## src/rtl/param_incr_pkg.sv

```systemverilog
// rtl/param_incr_pkg.sv - shared helpers for the parametrised increment pipeline
package param_incr_pkg;

    localparam int MAX_WIDTH = 64;

    function automatic int occ_width(input int stages);
        return $clog2(stages + 1);
    endfunction

    function automatic bit stages_ok(input int stages);
        return stages >= 2;
    endfunction

    function automatic bit width_ok(input int width);
        return (width >= 1) && (width <= MAX_WIDTH);
    endfunction

    function automatic bit increment_ok(input longint unsigned inc, input int width);
        if (width >= MAX_WIDTH) return 1'b1;
        return inc < (64'd1 << width);
    endfunction

    // Result is {ovf, sum}; sum bits above width are zero.
    function automatic logic [MAX_WIDTH:0] sat_add(
        input logic [MAX_WIDTH-1:0] a,
        input logic [MAX_WIDTH-1:0] inc,
        input int                   width,
        input logic                 sat
    );
        logic [MAX_WIDTH:0]   full;
        logic [MAX_WIDTH:0]   mask;
        logic [MAX_WIDTH-1:0] res;
        logic                 ovf;
        full = {1'b0, a} + {1'b0, inc};
        mask = ((MAX_WIDTH+1)'(1) << width) - (MAX_WIDTH+1)'(1);
        ovf  = |(full & ~mask);
        res  = (sat && ovf) ? mask[MAX_WIDTH-1:0] : (full[MAX_WIDTH-1:0] & mask[MAX_WIDTH-1:0]);
        return {ovf, res};
    endfunction

endpackage

```

## src/rtl/pipe_stage.sv

```systemverilog
// rtl/pipe_stage.sv - one valid/data/overflow register stage with load enable
module pipe_stage
    import param_incr_pkg::*;
#(
    parameter int WIDTH           = 32,
    parameter bit RESET_DATA_PATH = 1'b1
) (
    input  logic             clk,
    input  logic             rst,
    input  logic             load_en,
    input  logic             in_valid,
    input  logic [WIDTH-1:0] in_data,
    input  logic             in_ovf,
    output logic             valid,
    output logic [WIDTH-1:0] data,
    output logic             ovf
);

    always_ff @(posedge clk or negedge rst) begin
        if (!rst) begin
            valid <= 1'b0;
        end else if (load_en) begin
            valid <= in_valid;
        end
    end

    if (RESET_DATA_PATH) begin : g_rst_data
        always_ff @(posedge clk or negedge rst) begin
            if (!rst) begin
                data <= '0;
                ovf  <= 1'b0;
            end else if (load_en) begin
                data <= in_data;
                ovf  <= in_ovf;
            end
        end
    end else begin : g_norst_data
        always_ff @(posedge clk) begin
            if (load_en) begin
                data <= in_data;
                ovf  <= in_ovf;
            end
        end
    end

endmodule

```

## src/rtl/param_incr_pipeline.sv

```systemverilog
// rtl/param_incr_pipeline.sv - valid/ready pipeline adding a constant with wrap or saturate
module param_incr_pipeline
    import param_incr_pkg::*;
#(
    parameter int              WIDTH           = 32,
    parameter int              STAGES          = 2,
    parameter longint unsigned INCREMENT       = 1,
    parameter bit              SATURATE        = 1'b0,
    parameter bit              RESET_DATA_PATH = 1'b1
) (
    input  logic                            clk,
    input  logic                            rst,
    input  logic                            input_valid,
    output logic                            input_ready,
    input  logic [WIDTH-1:0]                x,
    output logic                            output_valid,
    input  logic                            output_ready,
    output logic [WIDTH-1:0]                out,
    output logic                            out_overflow,
    output logic [occ_width(STAGES)-1:0]    occupancy
);

    localparam int OCC_W = occ_width(STAGES);

    if (!stages_ok(STAGES)) begin : g_bad_stages
        $error("param_incr_pipeline: STAGES must be at least 2");
    end
    if (!width_ok(WIDTH)) begin : g_bad_width
        $error("param_incr_pipeline: WIDTH out of range");
    end
    if (!increment_ok(INCREMENT, WIDTH)) begin : g_bad_inc
        $error("param_incr_pipeline: INCREMENT must fit in WIDTH bits");
    end

    logic [STAGES-1:0]  valid;
    logic [STAGES-1:0]  ready;
    logic [STAGES-1:0]  next_valid;
    logic [WIDTH-1:0]   data [STAGES];
    logic               ovf  [STAGES];
    logic [MAX_WIDTH:0] add_res;
    logic [OCC_W-1:0]   occ_next;

    assign add_res = sat_add(MAX_WIDTH'(data[0]), MAX_WIDTH'(INCREMENT), WIDTH, SATURATE);

    // A stage may load when it is empty or everything ahead of it is draining.
    always_comb begin
        ready = '0;
        ready[STAGES-1] = output_ready | ~valid[STAGES-1];
        for (int k = STAGES - 2; k >= 0; k--) begin
            ready[k] = ready[k+1] | ~valid[k];
        end
    end

    always_comb begin
        next_valid    = valid;
        next_valid[0] = ready[0] ? input_valid : valid[0];
        for (int k = 1; k < STAGES; k++) begin
            next_valid[k] = ready[k] ? valid[k-1] : valid[k];
        end
        occ_next = '0;
        for (int k = 0; k < STAGES; k++) begin
            occ_next = occ_next + OCC_W'(next_valid[k]);
        end
    end

    for (genvar k = 0; k < STAGES; k++) begin : g_stage
        logic             in_v;
        logic [WIDTH-1:0] in_d;
        logic             in_o;

        if (k == 0) begin : g_capture
            assign in_v = input_valid;
            assign in_d = x;
            assign in_o = 1'b0;
        end else if (k == 1) begin : g_add
            assign in_v = valid[0];
            assign in_d = WIDTH'(add_res[MAX_WIDTH-1:0]);
            assign in_o = add_res[MAX_WIDTH];
        end else begin : g_copy
            assign in_v = valid[k-1];
            assign in_d = data[k-1];
            assign in_o = ovf[k-1];
        end

        pipe_stage #(
            .WIDTH           (WIDTH),
            .RESET_DATA_PATH (RESET_DATA_PATH)
        ) u_stage (
            .clk      (clk),
            .rst      (rst),
            .load_en  (ready[k]),
            .in_valid (in_v),
            .in_data  (in_d),
            .in_ovf   (in_o),
            .valid    (valid[k]),
            .data     (data[k]),
            .ovf      (ovf[k])
        );
    end

    always_ff @(posedge clk or negedge rst) begin
        if (!rst) begin
            occupancy <= '0;
        end else begin
            occupancy <= occ_next;
        end
    end

    assign input_ready  = ready[0] & rst;
    assign output_valid = valid[STAGES-1];
    assign out          = data[STAGES-1];
    assign out_overflow = ovf[STAGES-1];

endmodule

```

## config.mk

```make
export PLATFORM = sky130hd
export DESIGN_NAME = param_incr_pipeline
export DESIGN_NICKNAME = d
export VERILOG_FILES = /design/src/rtl/param_incr_pkg.sv /design/src/rtl/pipe_stage.sv /design/src/rtl/param_incr_pipeline.sv
export SDC_FILE = /design/constraint.sdc
export NUM_CORES = 1
export LEC_CHECK = 0
export ABC_AREA = 1
export CELL_PAD_IN_SITES_DETAIL_PLACEMENT = 1
export CELL_PAD_IN_SITES_GLOBAL_PLACEMENT = 1
export CORE_ASPECT_RATIO = 1.4
export CORE_MARGIN = 1.5
export CORE_UTILIZATION = 50
export DETAILED_ROUTE_END_ITERATION = 8
export DONT_BUFFER_PORTS = 1
export PLACE_DENSITY_LB_ADDON = 0.1
export RECOVER_POWER = 50
export SYNTH_ARGS = -nofsm -noshare
export SYNTH_HDL_FRONTEND = slang
export SYNTH_SLANG_ARGS = --single-unit
```

## constraint.sdc

```tcl
create_clock -name clk -period 3.2 [get_ports clk]
set_clock_uncertainty 0.1 [all_clocks]
set_input_delay 0.96 -clock clk [delete_from_list [all_inputs] [get_ports clk]]
set_output_delay 0.96 -clock clk [all_outputs]
set_load 0.05 [all_outputs]
```

### After elaboration in Yosys (flattened, before gate mapping)

Cells that the tools add are included.

* add/subtract/negate cells: 2
* multiplexer cells: 2
* bitwise logic cells: 5
* reduce and logical (&&, ||, !) cells: 1

Operators by type and width (number)
* $add A32 B1 Y33 const B: 1
* $reduce_or A33 Y1: 1
* $add A1 B1 Y2: 1
* $mux W1: 2
* $not A1 Y1: 2
* $or A1 B1 Y1: 2
* $and A1 B1 Y1: 1

* register bits after elaboration: 69
* input bits: 36
* output and inout port bits: 37
* logic and storage cells: 16

### Logic depth before layout (Yosys ltp)

* depth in word-level cells: 5
* depth in mapped cells: 9
* mapped depth without buffers: 9

### Cells and area by module

A second synthesis with hierarchy kept.

* cell total of the unflattened synthesis: 492
* area, all modules: 3707.3 µm²

Modules (own cells, without submodules)
* pipe_stage: instances 2, cells each 144, area an instance 1345.0 µm², seq. area each 850.8 µm²
* param_incr_pipeline: instances 1, cells each 204, area an instance 1017.2 µm², seq. area each 50.0 µm²

### Least setup slack after synthesis

OpenSTA, ideal clock, no wires.

* kind: input to output
* start point: in output_ready
* end point: out input_ready
* arrival time: 1.916 ns
* data required time: 2.140 ns
* path slack: 0.224 ns
* cell stages on the path: 7
* cells stage by stage: or2_1 buf_6 clkinv_4 nand2_2 clkbuf_1 nand2_1 inv_1

* word-level cells in the longest chain between the ends: 3

Ends and longest elaborated chain
* start: declaration: RTL line param_incr_pipeline.sv:17 `input logic output_ready,`
* $or A1 B1 Y1: RTL line param_incr_pipeline.sv:48 `ready[STAGES-1] = output_ready | ~valid[STAGES-1];`
* $or A1 B1 Y1: RTL line param_incr_pipeline.sv:50 `ready[k] = ready[k+1] | ~valid[k];`
* $and A1 B1 Y1: RTL line param_incr_pipeline.sv:109 `assign input_ready = ready[0] & rst;`
* end: declaration: RTL line param_incr_pipeline.sv:14 `output logic input_ready,`

Every way passes these cells.

### Final worst setup path

Ends and elaborated chain as after synthesis.

==> flow_summary_export.csv <==
group,metric,value,unit
outcome,outcome,"finished, final reports clean",
clock_tree,clk_latency,0.35,ns
clock_tree,cts_buffer_depth,2,
routing,wire_per_inst,16.32,µm
floorplan,coreArea,7027,µm²
grt,antenna_found_initial,0,
synth,ys.flop_type,"dfrtp_1",
floorplan,design.die.area,7828,µm²
placed_design,place_area,3496,µm²
synth,mappedNetlistNets,503,
layout,diodes,0,
critical_path,cp.arrival,1.62,ns
clock_tree,ctsResizeCount,0,
sta,slew_headroom,59.76,%
sta,tns,0,ns
layout,final_area,3675,µm²
power,swShare,36.05,%
clock_tree,post-cts-setup-buffer-count,0,
min_path,hp-class,"in -> async",
placed_design,place_inst,520,
routing,drt_iter0_markers,142,
grt,grt-ovfl-total,0,
grt,grt_pass1_wl,14.69,mm
floorplan,fp.dieH,104.1,µm
synth,syn-cell-area,3650,µm²
routing,ant_nets,0,
synth,yosysWarnings,0,
critical_path,crit_required,2.14,ns
critical_path,start_kind,"input port",
critical_path,endpoint_kind,"primary output",
critical_path,critPathTopFamily,"simple AND/OR/NAND/NOR gates",
routing,num_vias,2804,
synth,ys_ff_latch,69,
critical_path,crit_path_top_delay_cell,"or2_0",
routing,vias_per_cell,5.231,
power,p_leak,1.800,nW
clock_tree,clockRootBuffer,"clkbuf_8",
clock_tree,clkTransAtPathRegs,0.08,ns
power,combPwrFrac,11.2,%
clock_tree,cts_buffers,9,
layout,instances_no_fill,536,
floorplan,rows,36,
clock_tree,clkSinkCount,69,
power,p_int,1.450,mW
placed_design,dp_hpwl,6.176,mm
clock_tree,ctsHoldBuffers,0,
placed_design,globalplace.congestion,0.8295,
critical_path,crit_type,"in -> out",
clock_tree,h-tree-depth,3,
grt,grt.total_usage,25.11,%
sta,max_freq,372.9,MHz
sta,finalHoldViolCount,0,
power,ir_drop,0.3109,mV
synth,syn_area_per_cell,7.849,µm²
critical_path,critPathBufInv,3,
power,switchingPower,0.8176,mW
flow_run,drv_cap,0,
critical_path,worstPathCellList,"or2_0 > clkinvlp_2 > nand2_2 > nand2_1 > inv_1 > buf_12",
grt,grt_pass1_vias,3062,
floorplan,start_util,51.94,%
placed_design,port_buffers,0,
routing,drc,0,
sta,setup-violations-final,0,
layout,layout.nets,474,
routing,drt_first_pass_iters,4,
layout,syn2layout_area_growth,0.6855,%
synth,synth-edff-count,0,
layout,utilization,52.30,%
sta,rsz0062_at_grt,"false",
power,power_frac_clock,31.3,%
grt,grt_max_degree,71,
synth,ys_seq_area_share,47.31,%
layout,drive_above_1_share,7.483,%
power,powerDensity,617.2,nW/µm²
routing,wirelength,8.750,mm
sta,period_share,83.80,%
critical_path,cp_max_fo,2,
power,pwr-share-seq,57.5,%
floorplan,pin_count,73,
critical_path,max_stage_delay,0.24,ns
sta,drv_slew,0,
floorplan,die_w,75.21,µm
synth,synthesis.instances,465,
sta,fin_crit,2.682,ns
clock_tree,cts_tree,"done",
synth,post_synth_num_cell_types,24,
synth,synthArstFlopShare,100.0,%
sta,tightest_slew,0.6036,ns
through the flow:
stage	hold slack (ns)	power, mW	setup slack [ns]
global placement	0.3939	1.565	0.5615
floorplan	0.3431	1.595	0.2236
detailed placement	0.4069	1.580	0.5579
finish	0.1969	2.268	0.5183
global route	0.1801	2.383	0.4649
CTS	0.1893	2.291	0.5556
cells by family after synthesis:
kind of cell / synth area share (%)
AO/OA/AOI/OAI: 5.622
buffers and inverters: 12.79
AND/OR/NAND/NOR: 28.39
flip-flops: 47.31
adder cells (fa/ha/maj): 0.6855
XOR/XNOR: 1.920
multiplexers: 3.291
cells in the final DEF (no fill, tap or decap):
cell,n
nand2_1,170
dfrtp_1,69
nor2_1,43
inv_1,36
nand3_1,34
o21ai_0,32
clkbuf_8,10
mux2_4,8
xor2_1,8
o21ai_1,7
buf_4,4
nor2_2,2
a21oi_1,2
ha_1,2
clkbuf_1,2
clkinv_2,2
or2_0,1
clkinvlp_2,1
nand2_2,1
or2_2,1
nor2_4,1
nand3b_1,1
nand4_1,1
bufinv_16,1
clkinvlp_4,1
buf_12,1
path summary, 6_finish.rpt:
check                                          from                    endpoint  slack [ns]  depth (start not counted)
max                                    output_ready                 input_ready        0.52                          6
min                                             rst      g_stage[1].u_stage.ovf        0.20                          0
max in group asynchronous                       rst  g_stage[1].u_stage.data[9]        2.69                          0
min in group clk           g_stage[0].u_stage.valid    g_stage[1].u_stage.valid        0.42                          1
max reg2reg                g_stage[1].u_stage.valid                occupancy[0]        1.19                          7
min reg2reg                g_stage[0].u_stage.valid    g_stage[1].u_stage.valid        0.42                          1
power groups by stage:
stage | clock network (mW) | logic (mW) | registers [mW]
floorplan | 0 | 0.525 | 1.07
global placement | 0 | 0.248 | 1.32
detailed placement | 0 | 0.259 | 1.32
CTS | 0.723 | 0.262 | 1.31
global route | 0.765 | 0.298 | 1.32
finish | 0.710 | 0.254 | 1.30
layer usage:
metal  up-vias  track usage [%]  part of all wire [%]
li1       1358                -                     -
met1      1363            29.29                    40
met2        64            42.98                    53
met3        19            5.136                   4.3
met4         0            11.22                   2.8
met5         -                0                     0
area by class of cell:
class | count | area, µm²
clock buffer | 12 | 145.1
clock inverter | 4 | 47.55
fill | 916 | 3352
inverter | 37 | 140.1
multi-input combinational | 314 | 1446
sequential | 69 | 1727
tap | 95 | 118.9
timing repair buffer | 5 | 50.05
cell usage after synthesis, types with 2 or more instances:
cell,n,share of area (%)
buf_6,4,1.2
nand2_2,2,0.34
inv_1,36,3.7
nand3_1,34,4.7
mux2_4,8,3.3
xor2_1,8,1.9
dfrtp_1,69,47
a21oi_1,2,0.27
nor2_2,5,0.86
clkbuf_1,5,0.51
buf_2,3,0.41
nand2_1,169,17
o21ai_1,7,0.96
nor2_1,40,4.1
ha_1,2,0.69
buf_4,32,6.6
o21ai_0,32,4.4
registers in the layout, indices dropped and copies added, names as in the netlist:
name,cells
occupancy,2
g_stage.u_stage.ovf,1
g_stage.u_stage.valid,2
g_stage.u_stage.data,64
(Power assumes the default switching activity.)
